$ cat config.mk
export PLATFORM = sky130hd
export DESIGN_NAME = rom_arb
export DESIGN_NICKNAME = d
export VERILOG_FILES = /design/src/rtl/rom_arb_pkg.sv /design/src/rtl/rom_arb_starve.sv /design/src/rtl/rom_arb.sv
export SDC_FILE = /design/constraint.sdc
export NUM_CORES = 1
export LEC_CHECK = 0
export CAP_MARGIN = 20
export CORE_ASPECT_RATIO = 0.6
export CORE_UTILIZATION = 37
export CTS_BUF_LIST = sky130_fd_sc_hd__clkbuf_16
export CTS_CLUSTER_SIZE = 16
export DETAILED_ROUTE_END_ITERATION = 8
export PLACE_DENSITY = 0.93
export REMOVE_ABC_BUFFERS = 1
export SYNTH_ARGS = -nofsm -noshare
export SYNTH_HDL_FRONTEND = slang
export SYNTH_HIERARCHICAL = 1
export SYNTH_SLANG_ARGS = --single-unit
export TNS_END_PERCENT = 100
$ cat constraint.sdc
create_clock -name clk -period 4.24 [get_ports clk]
set_input_delay 0.848 -clock clk [delete_from_list [all_inputs] [get_ports clk]]
set_output_delay 0.848 -clock clk [all_outputs]
set_load 0.02 [all_outputs]
$ cat src/rtl/rom_arb_pkg.sv
// Shared types for the IF/LS instruction-ROM arbiter: response owner tag, sizing constants
// and the word-read range check.
package rom_arb_pkg;

  typedef enum logic [1:0] {
    OWN_NONE = 2'd0,
    OWN_IF   = 2'd1,
    OWN_LS   = 2'd2
  } owner_e;

  typedef struct packed {
    owner_e own;
    logic   err;
  } resp_tag_t;

  localparam int unsigned ROM_BYTES_DEF = 4096;
  localparam int unsigned WAIT_W        = 4;

  // addr+3 is formed in 33 bits so addresses near 0xFFFFFFFF cannot wrap into range.
  function automatic logic addr_bad(input logic [31:0] addr, input int unsigned rom_bytes);
    logic [32:0] last_byte;
    last_byte = {1'b0, addr} + 33'd3;
    return last_byte >= 33'(rom_bytes);
  endfunction

endpackage

$ cat src/rtl/rom_arb_starve.sv
// Saturating count of consecutive grants LS has lost to IF; force_ls forces the next LS win.
// Purely registered count, force_ls is a decode of the current count (no input-to-output path).
module rom_arb_starve
  import rom_arb_pkg::*;
#(
  parameter int unsigned MAX_WAIT = 4
) (
  input  logic clk,
  input  logic rst_n,
  input  logic ls_req,
  input  logic ls_gnt,
  input  logic if_gnt,
  output logic force_ls
);

  localparam logic [WAIT_W-1:0] CNT_MAX = WAIT_W'(MAX_WAIT);
  localparam logic [WAIT_W-1:0] CNT_ONE = WAIT_W'(1);

  logic [WAIT_W-1:0] cnt_q;
  logic [WAIT_W-1:0] cnt_d;

  always_comb begin
    cnt_d = cnt_q;
    if (!ls_req || ls_gnt) begin
      cnt_d = '0;
    end else if (if_gnt && (cnt_q != CNT_MAX)) begin
      cnt_d = cnt_q + CNT_ONE;
    end
  end

  always_ff @(posedge clk or negedge rst_n) begin
    if (!rst_n) begin
      cnt_q <= '0;
    end else begin
      cnt_q <= cnt_d;
    end
  end

  assign force_ls = (cnt_q == CNT_MAX);

endmodule

$ cat src/rtl/rom_arb.sv
// Shares the single-port instruction ROM between fetch (IF, priority) and load/store (LS).
// Grant is combinational on req; response one cycle later; a losing requester holds req.
module rom_arb
  import rom_arb_pkg::*;
#(
  parameter int unsigned ROM_BYTES = ROM_BYTES_DEF,
  parameter int unsigned MAX_WAIT  = 4
) (
  input  logic        clk,
  input  logic        rst_n,
  input  logic        if_req_i,
  input  logic [31:0] if_addr_i,
  input  logic        if_flush_i,
  output logic        if_gnt_o,
  output logic        if_rvalid_o,
  output logic        if_err_o,
  output logic [31:0] if_rdata_o,
  input  logic        ls_req_i,
  input  logic [31:0] ls_addr_i,
  output logic        ls_gnt_o,
  output logic        ls_rvalid_o,
  output logic        ls_err_o,
  output logic [31:0] ls_rdata_o,
  output logic [31:0] rom_addr_o,
  input  logic [31:0] rom_data_i
);

  logic        force_ls;
  logic        if_live;
  logic        ls_live;
  logic        if_win;
  logic        ls_win;
  logic        gnt_any;
  logic        gnt_err;
  logic [31:0] gnt_addr;
  logic [31:0] rom_addr_q;
  resp_tag_t   tag_d;
  resp_tag_t   tag_q;
  logic        if_resp;
  logic        ls_resp;

  // Grants are gated by rst_n so every output reads 0 for the whole reset window.
  assign if_live = if_req_i & ~if_flush_i & rst_n;
  assign ls_live = ls_req_i & rst_n;

  assign ls_win  = ls_live & (~if_live | force_ls);
  assign if_win  = if_live & ~ls_win;
  assign gnt_any = ls_win | if_win;

  assign if_gnt_o = if_win;
  assign ls_gnt_o = ls_win;

  rom_arb_starve #(
    .MAX_WAIT (MAX_WAIT)
  ) u_starve (
    .clk      (clk),
    .rst_n    (rst_n),
    .ls_req   (ls_live),
    .ls_gnt   (ls_win),
    .if_gnt   (if_win),
    .force_ls (force_ls)
  );

  always_comb begin
    gnt_addr = if_addr_i;
    gnt_err  = 1'b0;
    tag_d    = '{own: OWN_NONE, err: 1'b0};
    if (ls_win) begin
      gnt_addr = ls_addr_i;
      gnt_err  = addr_bad(ls_addr_i, ROM_BYTES);
      tag_d    = '{own: OWN_LS, err: gnt_err};
    end else if (if_win) begin
      gnt_err  = addr_bad(if_addr_i, ROM_BYTES) | (|if_addr_i[1:0]);
      tag_d    = '{own: OWN_IF, err: gnt_err};
    end
  end

  // Errored or absent grants leave the ROM looking at the last legal address.
  assign rom_addr_o = (gnt_any && !gnt_err) ? gnt_addr : rom_addr_q;

  always_ff @(posedge clk or negedge rst_n) begin
    if (!rst_n) begin
      rom_addr_q <= '0;
      tag_q      <= '{own: OWN_NONE, err: 1'b0};
    end else begin
      rom_addr_q <= rom_addr_o;
      tag_q      <= tag_d;
    end
  end

  assign if_resp = (tag_q.own == OWN_IF) & ~if_flush_i;
  assign ls_resp = (tag_q.own == OWN_LS);

  assign if_rvalid_o = if_resp;
  assign if_err_o    = if_resp & tag_q.err;
  assign if_rdata_o  = (if_resp && !tag_q.err) ? rom_data_i : '0;

  assign ls_rvalid_o = ls_resp;
  assign ls_err_o    = ls_resp & tag_q.err;
  assign ls_rdata_o  = (ls_resp && !tag_q.err) ? rom_data_i : '0;

endmodule

### Yosys cells after proc, flatten, opt, wreduce, memory -nomap -nowiden

Index checks and enable logic that the tools add are counted.
W data, S select, Z words.

| word-level totals | value |
|---|---|
| flip-flop bits (word level) | 39 |
| latch bits | 0 |
| memory bits (writable) | 0 |
| ROM bits | 0 |
| input bits | 101 |
| output and inout bits | 102 |
| logic and storage cells | 47 |
| memories kept | 0 |

| cells by class | value |
|---|---|
| add/subtract/negate cells | 3 |
| multipliers | 0 |
| divide/modulo/power cells | 0 |
| order comparisons | 2 |
| equality and inequality tests | 4 |
| shift operators | 0 |
| mux-type cells | 10 |
| bitwise gates (word level) | 14 |
| reductions and logical operators | 10 |

Operator list:

| operator | count |
|---|---|
| $mux W32 | 4 |
| $add A32 B2 Y33 const B | 2 |
| $ge A33 B13 Y1 const B | 2 |
| $and A1 B1 Y1 | 8 |
| $mux W4 | 2 |
| $add A4 B1 Y4 const B | 1 |
| $eq A4 B3 Y1 const B | 1 |
| $logic_and A1 B1 Y1 | 4 |
| $ne A4 B3 Y1 const B | 1 |
| $logic_not A1 Y1 | 3 |
| $mux W3 | 1 |
| $not A1 Y1 | 3 |
| $or A1 B1 Y1 | 3 |
| $eq A2 B1 Y1 const B | 1 |
| $eq A2 B2 Y1 const B | 1 |
| $mux W1 | 2 |
| $mux W2 | 1 |
| $reduce_bool A2 Y1 | 1 |
| $reduce_or A2 Y1 | 1 |
| $logic_or A1 B1 Y1 | 1 |

### Logic depth before layout (Yosys ltp)

Gate-level depths: netlist of the first run.

| depth | value |
|---|---|
| depth after elaboration | 13 |
| depth in mapped cells | 11 |
| gate-level depth less buffers | 10 |

### Hierarchy

Netlist of the first run, hierarchy kept.

By module, submodules not included:

| module | instances | cells an instance | area each (µm²) |
|---|---|---|---|
| rom_arb | 1 | 305 | 2,801.4 |
| rom_arb_starve | 1 | 26 | 236.5 |

### Least setup slack after synthesis of the first run

Ideal clock, no wire load.

| timing | value |
|---|---|
| path kind | input to output |
| start point | input ls_addr_i[2] |
| end point | output rom_addr_o[10] |
| arrival time | 2.916 ns |
| path slack | 0.476 ns |
| cell stages on the path | 9 |
| path buffers | 2 |
| cell sequence | nand4_1 > nor4_4 > buf_6 > nand3_1 > mux2_4 > o31ai_4 > o2111ai_4 > buf_6 > mux2_4 |

| between the ends | value |
|---|---|
| word-level cells in the longest chain between the ends | 6 |

Ends and longest elaborated chain:

| what | RTL line | source |
|---|---|---|
| start, declared | rom_arb.sv:19 | `input logic [31:0] ls_addr_i,` |
| $add A32 B2 Y33 | rom_arb_pkg.sv:22 | `last_byte = {1'b0, addr} + 33'd3;` |
| $ge A33 B13 Y1 | rom_arb_pkg.sv:23 | `return last_byte >= 33'(rom_bytes);` |
| $mux W1 | rom_arb.sv:68 | `if (ls_win) begin` |
| $logic_not A1 Y1 | rom_arb.sv:79 | `assign rom_addr_o = (gnt_any && !gnt_err) ? gnt_addr : rom_addr_q;` |
| $logic_and A1 B1 Y1 | rom_arb.sv:79 |  |
| $mux W32 | rom_arb.sv:79 |  |
| end, declared | rom_arb.sv:24 | `output logic [31:0] rom_addr_o,` |

Every way passes these cells.

### Worst setup path after layout of the first run

| timing | value |
|---|---|
| start point | input if_addr_i[11] |
| end point | output rom_addr_o[1] |

| between the ends | value |
|---|---|
| word-level cells in the longest chain between the ends | 8 |

Ends and longest elaborated chain:

| what | RTL line | source |
|---|---|---|
| start, declared | rom_arb.sv:12 | `input logic [31:0] if_addr_i,` |
| $add A32 B2 Y33 | rom_arb_pkg.sv:22 |  |
| $ge A33 B13 Y1 | rom_arb_pkg.sv:23 |  |
| $or A1 B1 Y1 | rom_arb.sv:73 | `gnt_err = addr_bad(if_addr_i, ROM_BYTES) \| (\|if_addr_i[1:0]);` |
| $mux W1 | rom_arb.sv:72 | `end else if (if_win) begin` |
| $mux W1 | rom_arb.sv:68 |  |
| $logic_not A1 Y1 | rom_arb.sv:79 |  |
| $logic_and A1 B1 Y1 | rom_arb.sv:79 |  |
| $mux W32 | rom_arb.sv:79 |  |

Every way passes these cells.

==> flow_summary.toml, run 1 <==
[status]
status = "finished, violations left"
violations = "negative setup slack"

[timing]
slew-limit-headroom_pct = 64.4
finalMaxSlewViolations = 0
fin_crit_ns = 4.60
rsz0062_at_grt = "yes"
clock.fmax_ghz = 0.218
skew_ns = 0.00556
tightest_slew_ns = 0.534
setup_viol = 32
layout_setup_ws_ns = -0.358
tns_ns = -6.26
period_share_pct = 108
hold_viol_final = 0

[finish]
syn2layout_area_growth_pct = 110
layout-drive-gt1-share_pct = 37.7
final_cells = 745
post-route-util_pct = 80.5
nNetsFinal = 738

[clock_tree]
clkLatencyLatePin_ns = 0.28
h-tree-depth = 2
cts_buffers = 5
ctsRootBufferMaster = "clkbuf_16"
cts.clk_slew.worst_paths_ns = 0.07
cts_sinks = 39
cts_buffer_depth = 2
cts_tree = "built"
cts_hold_buffers = 0

[floorplanning]
placementRows = 25
core_region_area_um2 = 7910
io-pin-count = 203
initial_core_util_pct = 38.4
die_w_um = 119
die_h_um = 72.2
dieArea_um2 = 8590

[worst_setup_path]
critPathCaptureType = "primary output"
cp_data_arrival_time_ns = 3.75
cp_max_fo = 7
worst-endpoint-required_ns = 3.39
start_kind = "input pin"
worstSetupPathType = "in2out"

[yosys]
synth_edf_count = 0
synth_top_flop_cell = "dfrtp_1"
syn_area_um2 = 3040
synth_top_family_by_area = "simple AND/OR/NAND/NOR gates"
synthTopCellsByArea = "dfrtp_1 32%, and2_1 19%, mux2_2 5.6%"
synth_top_area_cell = "dfrtp_1"
ys_async_sr_fraction_pct = 100
synthAdderAreaFrac_pct = 0.824
ys_seq_elements = 39
synthMuxAreaShare_pct = 11.0
netlist.area_leader.share_pct = 32.1
synth_common_cells = "92 x and2_1, 39 x dfrtp_1, 15 x mux2_2, 14 x nand4_1, 13 x nor2_1"
synth_compound_area_share_pct = 12.1
synth_xor_area_share_pct = 0.577
synthDistinctLibCells = 52
yosysWarnings = 6
synth-seq-area-share_pct = 32.1
synth_most_common_cell = "and2_1"
synth_cells = 331
syn_area_per_cell_um2 = 9.18
yosys.area_share.simple_pct = 40.1

[place]
hpwl_um = 10700
dp_cells = 707
place_congestion = 0.929
port_buffers = 202

[flow_run]
cap_violations = 0

[global_route]
grt_max_degree = 41
grt_usage_pct = 29.8
grt-ovfl-total = 0
grt_pass1_vias = 3809
antenna_found_initial = 1
grt_pass1_wl_um = 19900

[power_and_ir_drop]
p_per_area_nw_per_um2 = 210
power_mw = 1.34
max-vdd-ir-drop_mv = 0.305
leakage_nw = 2.93

[hold_path]
hp-class = "reg2reg"

[detailed_routing]
first_pass_iters = 5
ant_nets = 0
wl_um = 13400
dr_total_vias = 3899
wire_per_inst_um = 18.0
vias_per_cell = 5.23
first_iter_violations = 269
drc = 0
[power breakdown]
part / internal [mW] / switching, mW / total (mW)
registers: 0.399 / 0.0106 / 0.410
clock network: 0.280 / 0.155 / 0.435
logic: 0.279 / 0.215 / 0.494
total: 0.958 / 0.381 / 1.34
[area by class of cell]
cell class | instances | area (um^2)
antenna | 1 | 2.50
clock inverter | 3 | 46.3
timing repair buffer | 311 | 2920
fill | 520 | 1540
tap | 108 | 135
clock buffer | 5 | 125
multi-input combinational | 270 | 2140
sequential | 39 | 976
inverter | 8 | 30.0
[cells by family after synthesis]
kind of cell | after synthesis
flip-flops | 39
adder cells (fa/ha/maj) | 2
buffers and inverters | 22
multiplexers | 26
XOR/XNOR | 2
AND/OR/NAND/NOR | 194
AO/OA/AOI/OAI | 46
[registers in the layout, summed over array words and instances (netlist names)]
signal and flops:
rom_addr_q 32, tag_q 3, u_starve/cnt_q 4
[cell usage in the layout (no fill, tap or decap), types with 4 or more instances in the layout]
cell               n
o211ai_1           5
a21oi_1            7
and2_1            72
buf_6             40
o2111ai_1          4
clkbuf_16          5
nor2_1            12
nand2_1           10
dlygate4sd2_1     23
a211o_1            4
and3_1             7
buf_2             12
clkdlybuf4s50_1  125
o21ai_0            7
buf_4             95
mux2_2            14
nand3_1            7
inv_1              7
nor4_1             4
dlymetal6s2s_1     6
and2_4            19
nand4_1           14
nor3_1             8
nor2b_1            6
mux2_4            12
dfrtp_1           39
[through the flow]
step | area, um^2 | hold WS, ns | worst slack (ns)
floorplan | 2970 | 0.508 | -0.410
global placement | 5740 | 0.465 | -0.793
detailed placement | 5740 | 0.466 | -0.913
CTS | 6160 | 0.482 | -0.325
global route | 6370 | 0.502 | -0.435
finish | 6370 | 0.491 | -0.358
[critical path, stage by stage]
cell	delay, ns
dlygate4sd2_1	0.30
nand4_4	0.19
nor4_4	0.29
buf_4	0.20
o211ai_1	0.12
a22oi_1	0.23
o2111ai_1	0.14
o21ai_1	0.21
buf_4	0.16
o2111ai_4	0.17
buf_12	0.21
buf_16	0.12
buf_6	0.11
mux2_4	0.30
buf_6	0.14
[routing by layer]
metal / routed length, um / vias up / track usage, %
met4: 340 / 0 / 8.58
met5: 0 / - / 0
met1: 5380 / 1833 / 36.3
met3: 1150 / 33 / 7.70
li1: - / 1811 / -
met2: 6560 / 222 / 52.5
[timing repair]
action,4_1_cts,5_1_grt
buffers inserted,17,10
pin swaps,24,16
cloned,2,0
resized for setup,218,114
endpoints found under the setup margin,32,32
[path summary, 6_finish.rpt]
check	startpoint	to	slack [ns]	cells after the start
worst max register to register	u_starve/cnt_q[0]	rom_addr_q[18]	1.68	16
worst max-delay path	if_addr_i[11]	rom_addr_o[1]	-0.36	15
max in group asynchronous	rst_n	rom_addr_q[20]	3.20	2
min in group asynchronous	rst_n	rom_addr_q[0]	0.67	2
worst min-delay path	rom_addr_q[23]	rom_addr_q[23]	0.49	1
worst min register to register	rom_addr_q[23]	rom_addr_q[23]	0.49	1
Note: power is estimated with default switching activity, not from simulation.
==> run 2, diff against run 1 <==
==> constraint.sdc (replaced) <==
create_clock -name clk -period 4.3 [get_ports clk]
set_input_delay 0.86 -clock clk [delete_from_list [all_inputs] [get_ports clk]]
set_output_delay 0.86 -clock clk [all_outputs]
set_load 0.02 [all_outputs]
==> flow_summary.toml, run 2 (same netlist as run 1, synthesis figures left out) <==
[clock_tree]
cts_sinks = 39
cts_buffers = 5
h-tree-depth = 2
clkLatencyLatePin_ns = 0.28
ctsRootBufferMaster = "clkbuf_16"
cts_buffer_depth = 2
cts_tree = "built"
cts.clk_slew.worst_paths_ns = 0.06

[worst_setup_path]
cp_data_arrival_time_ns = 3.60
cp_max_fo = 7
start_kind = "input pin"
worst-endpoint-required_ns = 3.44
critPathCaptureType = "primary output"
worstSetupPathType = "in2out"

[timing]
tightest_slew_ns = 0.522
slew-limit-headroom_pct = 65.2
skew_ns = 0.00663
finalMaxSlewViolations = 0
hold_viol_final = 0
whs_ns = 0.481
rsz0062_at_grt = "yes"
layout_setup_ws_ns = -0.165
clock.fmax_ghz = 0.224
setup_viol = 31
fin_crit_ns = 4.46
period_share_pct = 104

[finish]
largest_register_ffs = 32
layout-drive-gt1-share_pct = 31.7
nNetsFinal = 721
post-route-util_pct = 77.5
top_regs = "rom_addr_q x32, u_starve/cnt_q x4, tag_q x3"
final_cell_mix = "124 x clkdlybuf4s50_1, 90 x and2_1, 86 x buf_4"
stdcell_area_um2 = 6130
nFillCells = 536
final_common_cell = "clkdlybuf4s50_1"
final_cells = 728
top_register = "rom_addr_q"
syn2layout_area_growth_pct = 102

[global_route]
grt-ovfl-total = 0
grt_pass1_vias = 3671
grt_usage_pct = 28.9
grt_pass1_wl_um = 19300
antenna_found_initial = 1
grt_max_degree = 41

[status]
violations = "negative setup slack"
status = "finished, violations left"

[power_and_ir_drop]
switchingPower_uw = 359
netSwitchingFraction_pct = 29.2
leakage_nw = 3.01
p_per_area_nw_per_um2 = 201
internal-power_uw = 871
combPwrFrac_pct = 38.1
pwr-share-clk_pct = 29.0
max-vdd-ir-drop_mv = 0.195
seq_power_share_pct = 32.9

[floorplanning]
placementRows = 25
io-pin-count = 203
core_region_area_um2 = 7910
die_h_um = 72.2
dieArea_um2 = 8590
die_w_um = 119
initial_core_util_pct = 38.4

[place]
post_dp_cell_area_um2 = 5700
place_congestion = 0.929
dp_cells = 702
hpwl_um = 10500
port_buffers = 202

[detailed_routing]
first_iter_violations = 271
dr_total_vias = 3756
first_pass_iters = 4
wire_per_inst_um = 18.5
vias_per_cell = 5.16
ant_nets = 0
wl_um = 13500
drc = 0

[hold_path]
hp-class = "reg2reg"

[flow_run]
cap_violations = 0
-- run 2: cell types whose count changed in the layout (fill, tap and decap cells not counted), sizes merged --
| cell | change |
|---|---|
| buf | -40 |
| bufinv | -1 |
| clkbuf | +18 |
| clkdlybuf4s15 | -1 |
| clkdlybuf4s50 | -1 |
| clkinv | +1 |
| clkinvlp | +1 |
| dlygate4sd2 | -23 |
| dlymetal6s2s | +30 |
| inv | -1 |
-- run 2: metal layers --
metal / global-route usage, % / vias up / wire length (um)
met5: 0 / - / 0
met4: 4.78 / 0 / 109
met3: 6.76 / 10 / 924
met2: 52.8 / 158 / 6920
met1: 35.4 / 1811 / 5520
li1: - / 1777 / -
-- run 2: path summary, 6_finish.rpt --
kind,slack [ns],end,cells after the start,start
max reg2reg,1.87,rom_addr_q[11],12,u_starve/cnt_q[0]
min in group asynchronous,0.70,rom_addr_q[7],2,rst_n
min,0.48,rom_addr_q[22],1,rom_addr_q[22]
max,-0.16,rom_addr_o[5],13,ls_addr_i[11]
min reg2reg,0.48,rom_addr_q[22],1,rom_addr_q[22]
max in group asynchronous,3.25,rom_addr_q[2],2,rst_n
-- run 2: power groups by stage --
stage          Clock, mW  Combinational, mW  Sequential, mW
2_1_floorplan          0              0.165           0.406
5_1_grt            0.379              0.492           0.406
3_5_place_dp           0              0.435           0.410
3_3_place_gp           0              0.423           0.409
6_report           0.357              0.468           0.405
4_1_cts            0.364              0.429           0.404
-- run 2: metrics by stage --
stage / power (mW) / setup TNS (ns) / setup WS (ns)
after floorplan: 0.571 / -10.34 / -0.374
after global placement: 0.832 / -21.36 / -0.753
after detailed placement: 0.845 / -25.94 / -0.904
after CTS: 1.20 / -15.38 / -0.536
after global routing: 1.28 / -5.36 / -0.248
final: 1.23 / -2.57 / -0.165
-- run 2: area by class of cell --
| type | instances | area (um^2) | share of cell area, % |
|---|---|---|---|
| Multi-Input combinational cell | 270 | 2080 | 33.9 |
| Timing Repair Buffer | 294 | 2770 | 45.1 |
| Antenna cell | 1 | 2.50 | 0.0408 |
| Clock buffer | 5 | 125 | 2.04 |
| Clock inverter | 3 | 20.0 | 0.327 |
| Inverter | 8 | 30.0 | 0.490 |
| Sequential cell | 39 | 976 | 15.9 |
| Tap cell | 108 | 135 | 2.20 |
-- run 2: timing repair --
| item | CTS | global route |
|---|---|---|
| hold buffers | 0 | 0 |
| endpoints found under the setup margin | 32 | 32 |
| pin swaps | 5 | 28 |
| gates cloned | 1 | 1 |
| resized for setup | 71 | 178 |
| setup buffers | 4 | 15 |
-- run 2: critical path: stages --
cell and delay [ns]:
dlymetal6s2s_1 0.17, nand4_4 0.16, nor4_4 0.39, buf_4 0.20
buf_6 0.09, nand4b_1 0.10, a32oi_1 0.19, o211ai_1 0.18
o31ai_4 0.34, o2111ai_4 0.24, clkbuf_16 0.25, mux2_4 0.31
buf_6 0.13
==> RTL edit 1: new RTL, settings of run 1 <==
Change the package constant `WAIT_W` from 4 to 3.
--- a/src/rtl/rom_arb_pkg.sv
+++ b/src/rtl/rom_arb_pkg.sv
@@ -14,7 +14,7 @@
   } resp_tag_t;
 
   localparam int unsigned ROM_BYTES_DEF = 4096;
-  localparam int unsigned WAIT_W        = 4;
+  localparam int unsigned WAIT_W        = 3;
 
   // addr+3 is formed in 33 bits so addresses near 0xFFFFFFFF cannot wrap into range.
   function automatic logic addr_bad(input logic [31:0] addr, input int unsigned rom_bytes);
Behaviour: no difference found for any inputs over 10 cycles, from zero or initial values and one cycle with rst_n low; that may be too few to reach the edited logic, so the function may still have changed.
==> RTL edit 1 against run 1 <==
- the flow still finishes with violations (negative setup slack)
- cell count fell by 2.4%
- synthesized area is 1.1% lower
- first-iteration DRC count is 28% lower
- clock skew increased by 0.0011 ns
- wire length is 2.1% higher
- power grew 2.7%
- die area shrank 1.1%
- sequential power is 2% lower
- non-clock buffer count fell by 11
- sequential cell count fell by 1
- design area shrank 2.8%
- synthesized cell count down 2.4%
- worst setup slack better by 0.054 ns
==> RTL edit 1: results (changes against run 1) <==
drt:
  viasPerCell: 5.348  # +2.2%
  drt-pass1-iter-count: 4  # -1
  wl_per_cell_um: 18.87  # +4.7%
  drt_iter0_markers: 195  # -28%
logic_synthesis:
  post_synth_xor_area_fraction_pct: 0.5831  # +0.0065 points
  yosysSeqAreaShare_pct: 31.65  # -0.47 points
  yosys-top-cells-count: "93 x and2_1, 38 x dfrtp_1, 15 x mux2_2"
  synth_area_per_cell_um2: 9.301  # +1.3%
  synth-compound-area-share_pct: 11.66  # -0.45 points
  muxShareOfSynthArea_pct: 11.79  # +0.79 points
  synthAdderAreaFrac_pct: 0.8330  # +0.0093 points
  synth_area_leaders: "dfrtp_1 32%, and2_1 19%, mux2_2 5.6%"
power_and_ir_drop:
  combPwrFrac_pct: 35.6  # -1.3 points
  cellLeakagePower_uw: 0.002819  # -3.7%
  p_int_uw: 1002  # +4.6%
  pwr-share-seq_pct: 29.2  # -1.4 points
  peakVddDrop_mv: 0.3013  # -1.3%
status:
  outcome: "finished, violations left"
  violations: "negative setup slack"
cells_and_area:
  largestRegisters: "rom_addr_q (32), tag_q (3), u_starve/cnt_q (3)"
  drive_above_1_share_pct: 35.92  # -1.8 points
  nets: 720  # -2.4%
  n_fill_cell: 499  # -4.0%
critical_path:
  r2r-end: "rom_addr_q[3]"
  reg2regPathDepth: 12  # -4
  worstPathArrival_ns: 3.70  # -0.05 ns
global_routing:
  first_global_vias: 3874  # +1.7%
  grt_max_degree: 40  # -2.4%
  grt_usage_pct: 30.65  # +0.86 points
  grt_pass1_wl_um: 20300  # +1.9%
hold_path:
  worstHoldStart: "rom_addr_q[28]"
  min_to: "rom_addr_q[28]"
timing:
  finalSetupViolCount: 32  # unchanged
  fin_ws_ns: -0.3038  # +0.05370 ns
  tightest_slew_ns: 0.5104  # -0.02315 ns
placed_design:
  gp_congestion: 0.9650  # +3.8%
  hpwl_um: 10060  # -5.6%
[RTL edit 1: cell types whose count changed after synthesis, moves of 2 or more]
cell,run 1,this run
a21oi_1,7,4
nand3_1,8,5
nand3b_1,0,3
mux2i_1,0,2
o21ai_0,8,6
[RTL edit 1: per-stage QoR]
stage / worst slack, ns / hold slack, ns / util (%) / cell area (um2) / power, uW
2_1_floorplan: -0.5261 / 0.5219 / - / 2935 / 570.3
3_3_place_gp: -0.8750 / 0.4650 / 71.60 / 5644 / 832.8
3_5_place_dp: -1.017 / 0.4686 / 71.60 / 5644 / 844.5
4_1_cts: -0.1826 / 0.4805 / 77.10 / 6077 / 1342
5_1_grt: -0.3914 / 0.4851 / 78.56 / 6192 / 1425
6_report: -0.3038 / 0.4842 / 78.59 / 6195 / 1375
[RTL edit 1: area by class of cell]
class | instances | area (um2) | area share (%)
Timing Repair Buffer | 300 | 2744 | 44.29
Tap cell | 108 | 135.1 | 2.181
Clock buffer | 5 | 125.1 | 2.020
Multi-Input combinational cell | 266 | 2146 | 34.64
Inverter | 6 | 22.52 | 0.3636
Clock inverter | 3 | 68.82 | 1.111
Antenna cell | 1 | 2.502 | 0.04040
Sequential cell | 38 | 950.9 | 15.35
[RTL edit 1: kinds of logic (layout without fill, tap and decap cells)]
kind of cell,after synthesis,count (layout)
DFF,38,38
muxes,28,28
AOI/OAI and AO/OA,42,42
xor gates and xnor gates,2,2
other,0,1
buffers and inverters,20,314
and+or+nand+nor,191,192
adders and majority gates,2,2
[RTL edit 1: routing by layer]
metal  GRT usage, %  vias to the layer above  wire length [um]
met1          35.04                     1837              5284
li1               -                     1770                 -
met5              0                        -                 0
met2          55.29                      224              6753
met3          8.758                       57              1190
met4          11.11                        0               486
[RTL edit 1: worst max path at each step]
stage                              from              to  slack (ns)
after floorplan                ls_req_i   rom_addr_o[0]       -0.53
after global placement     ls_addr_i[7]   rom_addr_o[3]       -0.87
after detailed placement   ls_addr_i[7]   rom_addr_o[0]       -1.02
after CTS                  ls_addr_i[1]  rom_addr_o[12]       -0.18
after global routing      ls_addr_i[19]   rom_addr_o[1]       -0.39
final                     ls_addr_i[19]   rom_addr_o[1]       -0.30
[RTL edit 1: repair_timing]
item | CTS | global route
cloned | 3 | 0
setup endpoints to repair | 32 | 32
pin swaps | 32 | 12
buffers inserted | 18 | 6
hold endpoints to repair | 0 | 0
resized for setup | 235 | 102
[RTL edit 1: critical path: stages]
cell	delay (ns)
dlygate4sd2_1	0.26
nand4_1	0.19
buf_4	0.20
nor3_2	0.18
nand4_1	0.18
a32oi_4	0.29
o211ai_1	0.18
o31ai_4	0.29
o2111ai_4	0.26
clkbuf_16	0.26
buf_6	0.12
mux2_4	0.30
buf_6	0.13
==> RTL edit 2: new RTL, settings of run 1 <==
Without the edit above. Register the outputs `if_err_o` and `ls_err_o`, cleared by the reset; this adds one clock of latency there. The other outputs are not delayed to match.
--- a/src/rtl/rom_arb.sv
+++ b/src/rtl/rom_arb.sv
@@ -92,11 +92,18 @@
   assign ls_resp = (tag_q.own == OWN_LS);
 
   assign if_rvalid_o = if_resp;
-  assign if_err_o    = if_resp & tag_q.err;
   assign if_rdata_o  = (if_resp && !tag_q.err) ? rom_data_i : '0;
 
   assign ls_rvalid_o = ls_resp;
-  assign ls_err_o    = ls_resp & tag_q.err;
+  always_ff @(posedge clk or negedge rst_n) begin
+    if (!rst_n) begin
+      if_err_o <= '0;
+      ls_err_o <= '0;
+    end else begin
+      if_err_o <= if_resp & tag_q.err;
+      ls_err_o <= ls_resp & tag_q.err;
+    end
+  end
   assign ls_rdata_o  = (ls_resp && !tag_q.err) ? rom_data_i : '0;
 
 endmodule
Behaviour: not the same (a bounded check fails within 4 cycles, from zero or initial values and one cycle with rst_n low).
==> RTL edit 2 against run 1 <==
- the run still ends with negative setup slack left
- sequential power up 5.1%
- combinational power down 6.7%
- wire length down 7.8%
- sequential cell count up 2
- worst hold slack better by 0.0053 ns
- fmax up 1.8%
- power down 4.5%
- synthesized area down 4.4%
- first-iteration DRC count down 28%
- synthesized cell count down 5.7%
- design area down 4.8%
- non-clock buffer count down 14
- worst setup slack better by 0.080 ns
- core utilization up 1.3 points
- largest cell class unchanged
==> RTL edit 2: results (changes against run 1) <==
status:
  outcome: "finished, violations left"
  violations: "negative setup slack"
logic_synthesis:
  synth_area_per_cell_um2: 9.308  # +1.4%
  synth_cell_types: 55  # +5.8%
  synth_area_leaders: "dfrtp_1 35%, and2_1 19%, mux2_4 5.2%"
  yosysSeqAreaShare_pct: 35.33  # +3.2 points
critical_path:
  slowest_stage: "clkdlybuf4s50_1"
  worstPathArrival_ns: 3.67  # -0.08 ns
  crit_fanout: 5  # -2
  slowest_delay_ns: 0.50  # +0.20 ns
global_routing:
  gr-usage-met3_pct: 7.112  # -0.59 points
  first_global_vias: 3702  # -2.8%
  grt_usage_pct: 29.94  # +0.15 points
  grt_pass1_wl_um: 18750  # -5.9%
  use_met1_pct: 33.51  # -2.8 points
  grt_max_degree: 43  # +4.9%
power_and_ir_drop:
  pwr-share-seq_pct: 33.7  # +3.1 points
  cellLeakagePower_uw: 0.002775  # -5.2%
  p_int_uw: 900.4  # -6.0%
  peakVddDrop_mv: 0.2304  # -25%
  powerDensity_nw_per_um2: 210.7  # +0.32%
  comb-power_uw: 461  # -6.7%
timing:
  skew_ns: 0.004745  # -0.0008104 ns
  tightest_slew_ns: 0.5401  # +0.006617 ns
  finalSetupViolCount: 32  # unchanged
  fin_ws_ns: -0.2774  # +0.08014 ns
cells_and_area:
  diodes: 0  # -1
  drive_above_1_share_pct: 38.61  # +0.88 points
drt:
  drt-total-wl_um: 12390  # -7.8%
  drt-met1-wl_um: 4764  # -11%
  num_vias: 3623  # -7.1%
  wl_met3_um: 960  # -17%
  top_layer_used: "met5"
  dr_wl_met2_um: 6307  # -3.8%
placed_design:
  placed_cell_area_um2: 5472  # -4.6%
  dp_slack_ns: -0.9555  # -0.04292 ns
  gp_congestion: 0.9360  # +0.72%
[RTL edit 2: changes by cell type in the layout (fill, tap and decap cells not counted), moves of 5 or more]
cell             before  now
dlygate4sd2_1        23    9
buf_4                95   82
clkbuf_2              2   13
clkdlybuf4s50_1     125  133
buf_6                40   47
buf_2                12    6
dlymetal6s2s_1        6    0
and3_1                7    2
[RTL edit 2: cell families after synthesis]
logic type | synth area share (%)
flip-flops | 35.33
buffers and inverters | 3.145
XOR/XNOR | 0.6033
AO/OA/AOI/OAI | 8.703
multiplexers | 12.32
AND/OR/NAND/NOR | 39.03
adder cells (fa/ha/maj) | 0.8616
[RTL edit 2: final timing paths]
| path | start | endpoint | slack [ns] | depth (start not counted) |
|---|---|---|---|---|
| setup / recovery | if_addr_i[16] | rom_addr_o[8] | -0.28 | 11 |
| max in group asynchronous | rst_n | rom_addr_q[21] | 3.18 | 2 |
| hold reg to reg | rom_addr_q[21] | rom_addr_q[21] | 0.50 | 1 |
| min in group asynchronous | rst_n | u_starve/cnt_q[3] | 0.70 | 2 |
| hold / removal | rom_addr_q[21] | rom_addr_q[21] | 0.50 | 1 |
| setup reg to reg | u_starve/cnt_q[0] | rom_addr_q[10] | 1.52 | 13 |
[RTL edit 2: cell type report]
type | instances | area (um2)
Tap cell | 104 | 130.1
Clock inverter | 3 | 25.02
Fill cell | 429 | 1349
Sequential cell | 41 | 1026
Clock buffer | 5 | 125.1
Multi-Input combinational cell | 249 | 1954
Inverter | 11 | 41.29
Timing Repair Buffer | 297 | 2766
[RTL edit 2: repair_timing]
action | 4_1_cts | 5_1_grt
gates cloned | 2 | 1
setup buffers | 26 | 10
pin swaps | 25 | 25
endpoints found under the setup margin | 32 | 32
gates resized for setup | 277 | 89
